--- src/rtl/ut_pkg.sv ---
// ut_pkg: mode encoding, button-to-mode map and pattern constants for the LED unit-test block.
package ut_pkg;
  typedef enum logic [2:0] {
    M_IDLE  = 3'd0,
    M_ALT   = 3'd1,
    M_ON    = 3'd2,
    M_OFF   = 3'd3,
    M_WALK  = 3'd4,
    M_BLINK = 3'd5
  } mode_e;
  localparam mode_e MODE_MAP [8] = '{M_ALT, M_ON, M_WALK, M_BLINK, M_OFF, M_OFF, M_OFF, M_OFF};
  localparam logic [7:0] PAT_A5 = 8'hA5;
  localparam logic [7:0] PWM_DIM_THRESH = 8'd32;
endpackage

--- src/rtl/ut_debounce.sv ---
// ut_debounce: 2-flop synchroniser, debounce counter and press (1->0) detect for one active-low button.
module ut_debounce #(
  parameter int DEBOUNCE_CYCLES = 50000
) (
  input  logic clk,
  input  logic rst_n,
  input  logic but_n,
  output logic press
);
  localparam int CW = $clog2(DEBOUNCE_CYCLES + 1);
  logic [1:0] sync_q, sync_d, vld_q, vld_d;
  logic stable_q, stable_d, armed_q, armed_d, diff, done;
  logic [CW-1:0] cnt_q, cnt_d;
  // armed stays low until a released level is seen after reset, so a button held through reset is not a press
  always_comb begin
    sync_d = {sync_q[0], but_n};
    vld_d = {vld_q[0], 1'b1};
    diff = sync_q[1] ^ stable_q;
    done = cnt_q == CW'(DEBOUNCE_CYCLES);
    cnt_d = (diff && !done) ? cnt_q + 1'b1 : '0;
    stable_d = (diff && done) ? sync_q[1] : stable_q;
    armed_d = armed_q | (vld_q[1] & sync_q[1]);
    press = armed_q & stable_q & ~stable_d;
  end
  always_ff @(posedge clk or negedge rst_n) begin
    if (!rst_n) begin
      sync_q <= 2'b11;
      vld_q <= 2'b00;
      stable_q <= 1'b1;
      armed_q <= 1'b0;
      cnt_q <= '0;
    end else begin
      sync_q <= sync_d;
      vld_q <= vld_d;
      stable_q <= stable_d;
      armed_q <= armed_d;
      cnt_q <= cnt_d;
    end
  end
endmodule

--- src/rtl/ut_led_pattern_gen.sv ---
// ut_led_pattern_gen: debounced buttons select a display mode driving static/animated LED patterns.
// Optional UT_LED_PWM_EN adds a dim input that gates the LEDs at 1/8 duty.
module ut_led_pattern_gen
  import ut_pkg::*;
#(
  parameter int N_LED = 8,
  parameter int N_BUT = 4,
  parameter int DEBOUNCE_CYCLES = 50000,
  parameter int STEP_CYCLES = 2000000
) (
  input  logic             clk,
  input  logic             rst_n,
`ifdef UT_LED_PWM_EN
  input  logic             dim,
`endif
  input  logic [N_BUT-1:0] but_n,
  output logic [N_LED-1:0] leds,
  output logic [2:0]       mode,
  output logic             press_pulse
);
  localparam int SW = STEP_CYCLES > 1 ? $clog2(STEP_CYCLES) : 1;
  function automatic logic [N_LED-1:0] rep8(input logic [7:0] b);
    for (int k = 0; k < N_LED; k++) rep8[k] = b[k%8];
  endfunction
  localparam logic [N_LED-1:0] PAT_55 = rep8(8'h55);
  localparam logic [N_LED-1:0] PAT_AA = rep8(8'hAA);
  localparam logic [N_LED-1:0] PAT_A5W = rep8(PAT_A5);
  logic [N_BUT-1:0] press;
  mode_e mode_q, mode_d, cur, sel_mode;
  logic [N_LED-1:0] pat_q, pat_d;
  logic [SW-1:0] cnt_q, cnt_d;
  logic press_pulse_q, press_pulse_d, ent_q, ent_d, tick;
  for (genvar i = 0; i < N_BUT; i++) begin : g_but
    ut_debounce #(.DEBOUNCE_CYCLES(DEBOUNCE_CYCLES)) u_db (
      .clk  (clk),
      .rst_n(rst_n),
      .but_n(but_n[i]),
      .press(press[i])
    );
  end
  always_comb begin
    sel_mode = M_IDLE;
    for (int b = N_BUT - 1; b >= 0; b--) if (press[b]) sel_mode = MODE_MAP[3'(b)];
    cur = (mode_q > M_BLINK) ? M_IDLE : mode_q;
    mode_d = !(|press) ? mode_q : (sel_mode == cur) ? M_IDLE : sel_mode;
    press_pulse_d = |press;
    ent_d = mode_d != mode_q;
    tick = cnt_q == SW'(STEP_CYCLES - 1);
    cnt_d = (ent_d || tick) ? '0 : cnt_q + 1'b1;
    // ent_q marks the first cycle in a new mode so animations load their start pattern
    pat_d = cur == M_ALT   ? PAT_AA :
            cur == M_ON    ? {N_LED{1'b1}} :
            cur == M_OFF   ? {N_LED{1'b0}} :
            cur == M_WALK  ? (ent_q ? N_LED'(1) : tick ? {pat_q[N_LED-2:0], pat_q[N_LED-1]} : pat_q) :
            cur == M_BLINK ? (ent_q ? PAT_A5W : tick ? ~pat_q : pat_q) :
            PAT_55;
  end
  always_ff @(posedge clk or negedge rst_n) begin
    if (!rst_n) begin
      mode_q <= M_IDLE;
      pat_q <= PAT_55;
      cnt_q <= '0;
      press_pulse_q <= 1'b0;
      ent_q <= 1'b0;
    end else begin
      mode_q <= mode_d;
      pat_q <= pat_d;
      cnt_q <= cnt_d;
      press_pulse_q <= press_pulse_d;
      ent_q <= ent_d;
    end
  end
`ifdef UT_LED_PWM_EN
  logic [7:0] pwm_q, pwm_d;
  always_comb pwm_d = pwm_q + 8'd1;
  always_ff @(posedge clk or negedge rst_n) begin
    if (!rst_n) pwm_q <= 8'd0;
    else pwm_q <= pwm_d;
  end
  assign leds = (dim && pwm_q >= PWM_DIM_THRESH) ? '0 : pat_q;
`else
  assign leds = pat_q;
`endif
  assign mode = mode_q;
  assign press_pulse = press_pulse_q;
endmodule

--- config.mk ---
export PLATFORM = sky130hd
export DESIGN_NAME = ut_led_pattern_gen
export DESIGN_NICKNAME = d
export VERILOG_FILES = /design/src/rtl/ut_pkg.sv /design/src/rtl/ut_debounce.sv /design/src/rtl/ut_led_pattern_gen.sv
export SDC_FILE = /design/constraint.sdc
export NUM_CORES = 1
export LEC_CHECK = 0
export CORE_UTILIZATION = 25
export CTS_CLUSTER_DIAMETER = 40
export DETAILED_ROUTE_END_ITERATION = 12
export PLACE_DENSITY = 0.45
export SLEW_MARGIN = 20
export SYNTH_ARGS = -nofsm -noshare
export SYNTH_HDL_FRONTEND = slang
export SYNTH_SLANG_ARGS = --single-unit
--- constraint.sdc ---
create_clock -name clk -period 5.9 [get_ports clk]
set_clock_uncertainty 0.05 [all_clocks]
set_input_delay 1.18 -clock clk [delete_from_list [all_inputs] [get_ports clk]]
set_output_delay 1.18 -clock clk [all_outputs]
set_load 0.005 [all_outputs]
# Word level (Yosys, flattened, before mapping)

Index checks and enable logic that the tools add are counted.

Register bits: 122
Input port bits: 6
Output and inout bits: 12

Equal/unequal tests: 14
Muxes and demuxes: 25
$lt $le $gt $ge: 1
Add/subtract/negate cells: 5
Reductions and logical operators: 15
Bitwise logic cells: 25

Operators by type and width:

| cell                  | number |
|---|---|
| $mux 8                | 9 |
| $add 16x1->16 const B | 4 |
| $eq 16x16->1 const B  | 4 |
| $mux 16               | 4 |
| $add 21x1->21 const B | 1 |
| $eq 21x21->1 const B  | 1 |
| $mux 21               | 1 |
| $mux 3                | 7 |
| $and 1x1->1           | 12 |
| $ne 6x6->1 const B    | 2 |
| $logic_and 1x1->1     | 8 |
| $not 8->8             | 1 |
| $eq 3x2->1 const B    | 2 |
| $eq 3x3->1 const B    | 2 |
| $logic_not 1->1       | 4 |
| $mux 1                | 4 |
| $not 1->1             | 4 |
| $or 1x1->1            | 4 |
| $reduce_or 4->1       | 1 |
| $xor 1x1->1           | 4 |
| $eq 3x1->1 const B    | 1 |
| $eq 3x3->1            | 1 |
| $gt 3x3->1 const B    | 1 |
| $ne 3x3->1            | 1 |
| 2 further kinds       | 2 |

# Logic depth before layout (Yosys ltp)

Depth after elaboration: 15
Gate-level depth with buffers: 9

# Modules after synthesis

From an unflattened synthesis, not the netlist that was laid out.

Cell total of the unflattened synthesis: 570
Area total of the unflattened synthesis: 5989.5 µm²

Modules (own cells, without submodules):

| module             | seq. area each (µm²) | cells each | area an instance (µm²) | instances |
|---|---|---|---|---|
| ut_debounce        | 554.3                | 94         | 1032.2                 | 4 |
| ut_led_pattern_gen | 855.8                | 194        | 1860.5                 | 1 |

# Worst setup path before layout

OpenSTA, ideal clock, no wires.

Path kind: reg-to-reg
From: register g_but[3].u_db.cnt_q[2]
To: register mode_q[2], in the netlist mode[2]
Stages on the path, launching flop included: 6
Required time: 5768 ps
Path buffers: 0
Path slack: 3908 ps
Arrival: 1860 ps
Path through: dfrtp_1 > or4b_4 > nor4_4 > nand2_2 > a311o_1 > a31oi_1

Longest elaborated chain between the ends: 12
Elaborated cells on any way between the ends: 13
Classes of those cells: eq/ne: 2; mux: 7; bitwise: 2; reduce/logical: 2

Ends and longest elaborated chain:

| what                     | line                     | RTL |
|---|---|---|
| start: declaration       | ut_debounce.sv:13        | `logic [CW-1:0] cnt_q, cnt_d;` |
| start signal: assignment | ut_debounce.sv:37        | `cnt_q <= cnt_d;` |
| $eq 16x16->1 (*)         | ut_debounce.sv:19        | `done = cnt_q == CW'(DEBOUNCE_CYCLES);` |
| $logic_and 1x1->1 (*)    | ut_debounce.sv:21        | `stable_d = (diff && done) ? sync_q[1] : stable_q;` |
| $mux 1 (*)               | ut_debounce.sv:21        |  |
| $not 1->1 (*)            | ut_debounce.sv:23        | `press = armed_q & stable_q & ~stable_d;` |
| $and 1x1->1 (*)          | ut_debounce.sv:23        |  |
| $mux 3 (4 in a row)      | ut_led_pattern_gen.sv:43 | `for (int b = N_BUT - 1; b >= 0; b--) if (press[b]) sel_mode = MODE_MAP[3'(b)];` |
| $eq 3x3->1               | ut_led_pattern_gen.sv:45 | `mode_d = !(\|press) ? mode_q : (sel_mode == cur) ? M_IDLE : sel_mode;` |
| $mux 3                   | ut_led_pattern_gen.sv:45 |  |
| $mux 3 (*)               | ut_led_pattern_gen.sv:45 |  |
| via mode_d[2]            | ut_led_pattern_gen.sv:29 | `mode_e mode_q, mode_d, cur, sel_mode;` |
| end signal: assignment   | ut_led_pattern_gen.sv:66 | `mode_q <= mode_d;` |
| end: declaration         | ut_led_pattern_gen.sv:29 |  |

The timed path passes the listed nets; every way through them passes the cells marked *.
A chain may end at the register's enable or synchronous reset.

# Worst setup path in the final report

From: register mode_q[0], in the netlist mode[0]
To: output port mode[0]

RTL lines:

| what             | line                     | RTL |
|---|---|---|
| end: declaration | ut_led_pattern_gen.sv:18 | `output logic [2:0] mode,` |

No word-level cell between the ends.

==> results.md <==
- Chip width: 152 um
- Clock power share: 54.2%
- Avg WL per Cell: 12.9 um
- Flop pwr share: 43.5%
- H-Tree Depth: 4
- Vias in the first global route: 4111
- Max VDD drop: 192 uV
- Antenna diodes: 0
- Hold Startpoint: g_but[3].u_db.vld_q[0]
- IO Count: 18
- CTS buffer count: 17
- Failing checks: DRC
- Clock Tree Root: clkbuf_16
- Post-synth top flop: dfrtp_1
- Area Overhead vs Synth: 18.4%
- RePlAce Congestion: 0.775
- Post-synth top area share: 44.4%
- TritonCTS Sinks: 116
- P_sw: 0.390 mW
- Max-cap viol count: 0
- Relative slew margins: 44.4%
- Status: finished, violations left
- EDFF count, synth: 0
- CTS resizes: 0
- R2R Path Start: g_but[3].u_db.cnt_q[2]
- Share of layout cells above drive strength 1: 11.1%
- WHS: 296 ps
- Slew @ Worst Pin: 829 ps
- Max-slew violation count: 0
- Detail-routed via count per cell: 4.57
- Final setup fails: 0
- Cell row count: 54
- Period Utilization, post-route: 49.6%
- Crit end category: output pin
- Non-Filler Instances: 866
- First-pass GRT wire length: 19800 um
- Post-synthesis instance total: 550
- Final Hold Viols: 0
- Vias after detailed routing: 3960
- Combinational power share: 2.4%
- CP arrival: 1700 ps
- Core box area: 22000 um^2
- Post-synth net total: 565
- Drt pass-1 iters: 8
- CP startpoint: mode[0]
- Clk_lat worst skew: 410 ps
- P per Cell Area: 283 nW/um^2
- CP top delay family: flip-flops
- Largest net degree at the start of global routing: 61
- Post-layout util: 30.4%
- Seq/Total Area, Yosys: 51.8%
- Die area: 23200 um^2
- Max Freq: 341 MHz
- P_leak: 2.78 nW
- Initial Util: 25.7%
- Post-CTS Setup Bufs: 0
- Sw Share: 20.7%
- Die Ht: 152 um
- Seq cells post-synth: 116
- Overflow after GRT: 0
- Async SR Flop Fraction: 100%
- Final WL: 11200 um
- Yosys cell types: 54
- Initial antenna violation count: 0
- Setup_tns: 0 ps
- DRC viols: 4
- Int Pwr: 1.50 mW
- Dpl cells: 834
- CP startpoint kind: flop
- Worst Path Buf+Inv: 1
- Initial drt markers: 205
- Synth top area cells: dfrtp_1, dfstp_2, xor2_1, nor2_1, xnor2_1
- # hold bufs at CTS: 0
- Min Tclk post-route: 2930 ps
- Crit path largest cell delay: 670 ps
- CTS tree: built
- IO Port Bufs: 17
- Clk slew on worst S/H paths: 50 ps
- Post-route ant nets: 0
- Critical Path RT: 4670 ps
- Yosys warnings: 0
- Crit path cell chain: clkdlybuf4s50_1
- CP Class: reg -> out
- Hold Crit Class: reg -> reg
- Worst Path Max Fanout: 15
- Detailed placement HPWL: 7550 um
- RSZ-0062 raised after global routing: false
- CTS Buffer Depth: 2
- GRT Util Overall: 10.5%
- Synth Area per Inst: 10.3 um^2
- Layout Nets: 588
- Leading area contributor after synthesis: dfrtp_1
- Netlist Area Pre-Place: 5640 um^2
- Slowest cell on crit path: dfrtp_1
power groups by stage:
| stage | clock network (mW) | logic [mW] | registers, mW |
|---|---|---|---|
| 2_1_floorplan | 0 | 0.0214 | 0.830 |
| 3_3_place_gp | 0 | 0.0465 | 0.833 |
| 3_5_place_dp | 0 | 0.0473 | 0.833 |
| 4_1_cts | 1.06 | 0.0480 | 0.820 |
| 5_1_grt | 1.09 | 0.0536 | 0.822 |
| 6_report | 1.02 | 0.0448 | 0.820 |
cell families after synthesis:
| kind of cell | after synthesis | share of synthesized area [%] |
|---|---|---|
| AO/OA/AOI/OAI | 56 | 6.06 |
| XOR/XNOR | 72 | 11.2 |
| adder cells (fa/ha/maj) | 9 | 2.00 |
| buffers and inverters | 34 | 2.93 |
| flip-flops | 116 | 51.8 |
| multiplexers | 7 | 1.35 |
| other | 1 | 0.0665 |
| AND/OR/NAND/NOR | 255 | 24.6 |
worst register-to-register path: cells and delay by family (launching register included):
family           cells  cell delay (ps)
and+or+nand+nor      5             1870
DFF                  1              430
cells in the final DEF, fill, tap and decap left out, types with 3 or more instances in the layout:
| master | Yosys | layout |
|---|---|---|
| nand4b_1 | 3 | 3 |
| and4b_1 | 5 | 5 |
| dfstp_2 | 16 | 16 |
| xnor2_1 | 29 | 29 |
| o21ai_0 | 14 | 14 |
| nor2_1 | 91 | 91 |
| nand4_1 | 19 | 19 |
| clkbuf_16 | 0 | 17 |
| a31oi_1 | 7 | 7 |
| or3_1 | 8 | 8 |
| xor2_1 | 43 | 43 |
| clkinv_2 | 0 | 3 |
| inv_1 | 20 | 20 |
| dfrtp_1 | 100 | 100 |
| nor2b_1 | 6 | 6 |
| and2_1 | 6 | 6 |
| clkinvlp_4 | 0 | 3 |
| o211ai_1 | 3 | 3 |
| ha_1 | 9 | 9 |
| a21oi_1 | 16 | 16 |
| and3_1 | 9 | 9 |
| nand2_1 | 34 | 34 |
| nor4b_1 | 6 | 6 |
| or2_2 | 4 | 4 |
| clkdlybuf4s50_1 | 0 | 16 |
| a21o_1 | 5 | 5 |
| mux2_2 | 5 | 5 |
| clkbuf_8 | 3 | 5 |
| nand3_1 | 22 | 22 |
| nor3_1 | 7 | 7 |
| and4_1 | 17 | 17 |
| o21a_1 | 3 | 3 |
| nand3b_1 | 3 | 3 |
synth_stat cells, types with 7 or more instances:
library cell / n
dfrtp_1: 100
nor2_1: 91
xor2_1: 43
nand2_1: 34
xnor2_1: 29
nand3_1: 22
inv_1: 20
nand4_1: 19
and4_1: 17
a21oi_1: 16
dfstp_2: 16
o21ai_0: 14
and3_1: 9
ha_1: 9
or3_1: 8
a31oi_1: 7
nor3_1: 7
state kept, by name, summed over array words and instances, names as in the netlist:
register	count
g_but.u_db.armed_q	4
cnt_q	21
mode	3
leds	8
g_but.u_db.stable_q	4
ent_q	1
g_but.u_db.cnt_q	64
press_pulse	1
g_but.u_db.vld_q	2
g_but.u_db.sync_q	8
area by class of cell:
class                           instances  area, um^2
Sequential cell                       116        2920
Timing Repair Buffer                   18         175
Clock buffer                           24         502
Fill cell                            2225       15300
Tap cell                              280         350
Inverter                               20        75.1
Clock inverter                          8        97.6
Multi-Input combinational cell        400        2550
worst paths after layout:
check / endpoint / slack (ps) / cells past startpoint
max: mode[0] / 2970 / 1
min: g_but[0].u_db.vld_q[1] / 300 / 0
max reg2reg: cnt_q[14] / 3400 / 5
min reg2reg: g_but[0].u_db.vld_q[1] / 300 / 0
max in group asynchronous: cnt_q[6] / 3760 / 2
min in group asynchronous: g_but[1].u_db.cnt_q[13] / 780 / 1
layer usage:
| metal | routed length [um] | global-route usage, % | part of all wire (%) | vias to the layer above |
|---|---|---|---|---|
| met3 | 282 | 2.90 | 2.5 | 12 |
| met1 | 5300 | 12.7 | 47 | 1954 |
| met4 | 183 | 4.91 | 1.6 | 0 |
| met2 | 5410 | 17.6 | 48 | 41 |
| met5 | 0 | 0 | 0 | - |
| li1 | - | - | - | 1953 |
metrics by stage:
stage	total power, mW	setup WS, ps	cell area (um^2)
2_1_floorplan	0.852	3910	5640
3_3_place_gp	0.879	3260	6070
3_5_place_dp	0.881	3200	6070
4_1_cts	1.93	2950	6670
5_1_grt	1.96	2900	6670
6_report	1.89	2970	6670
Power figures use the tool's default switching activity.
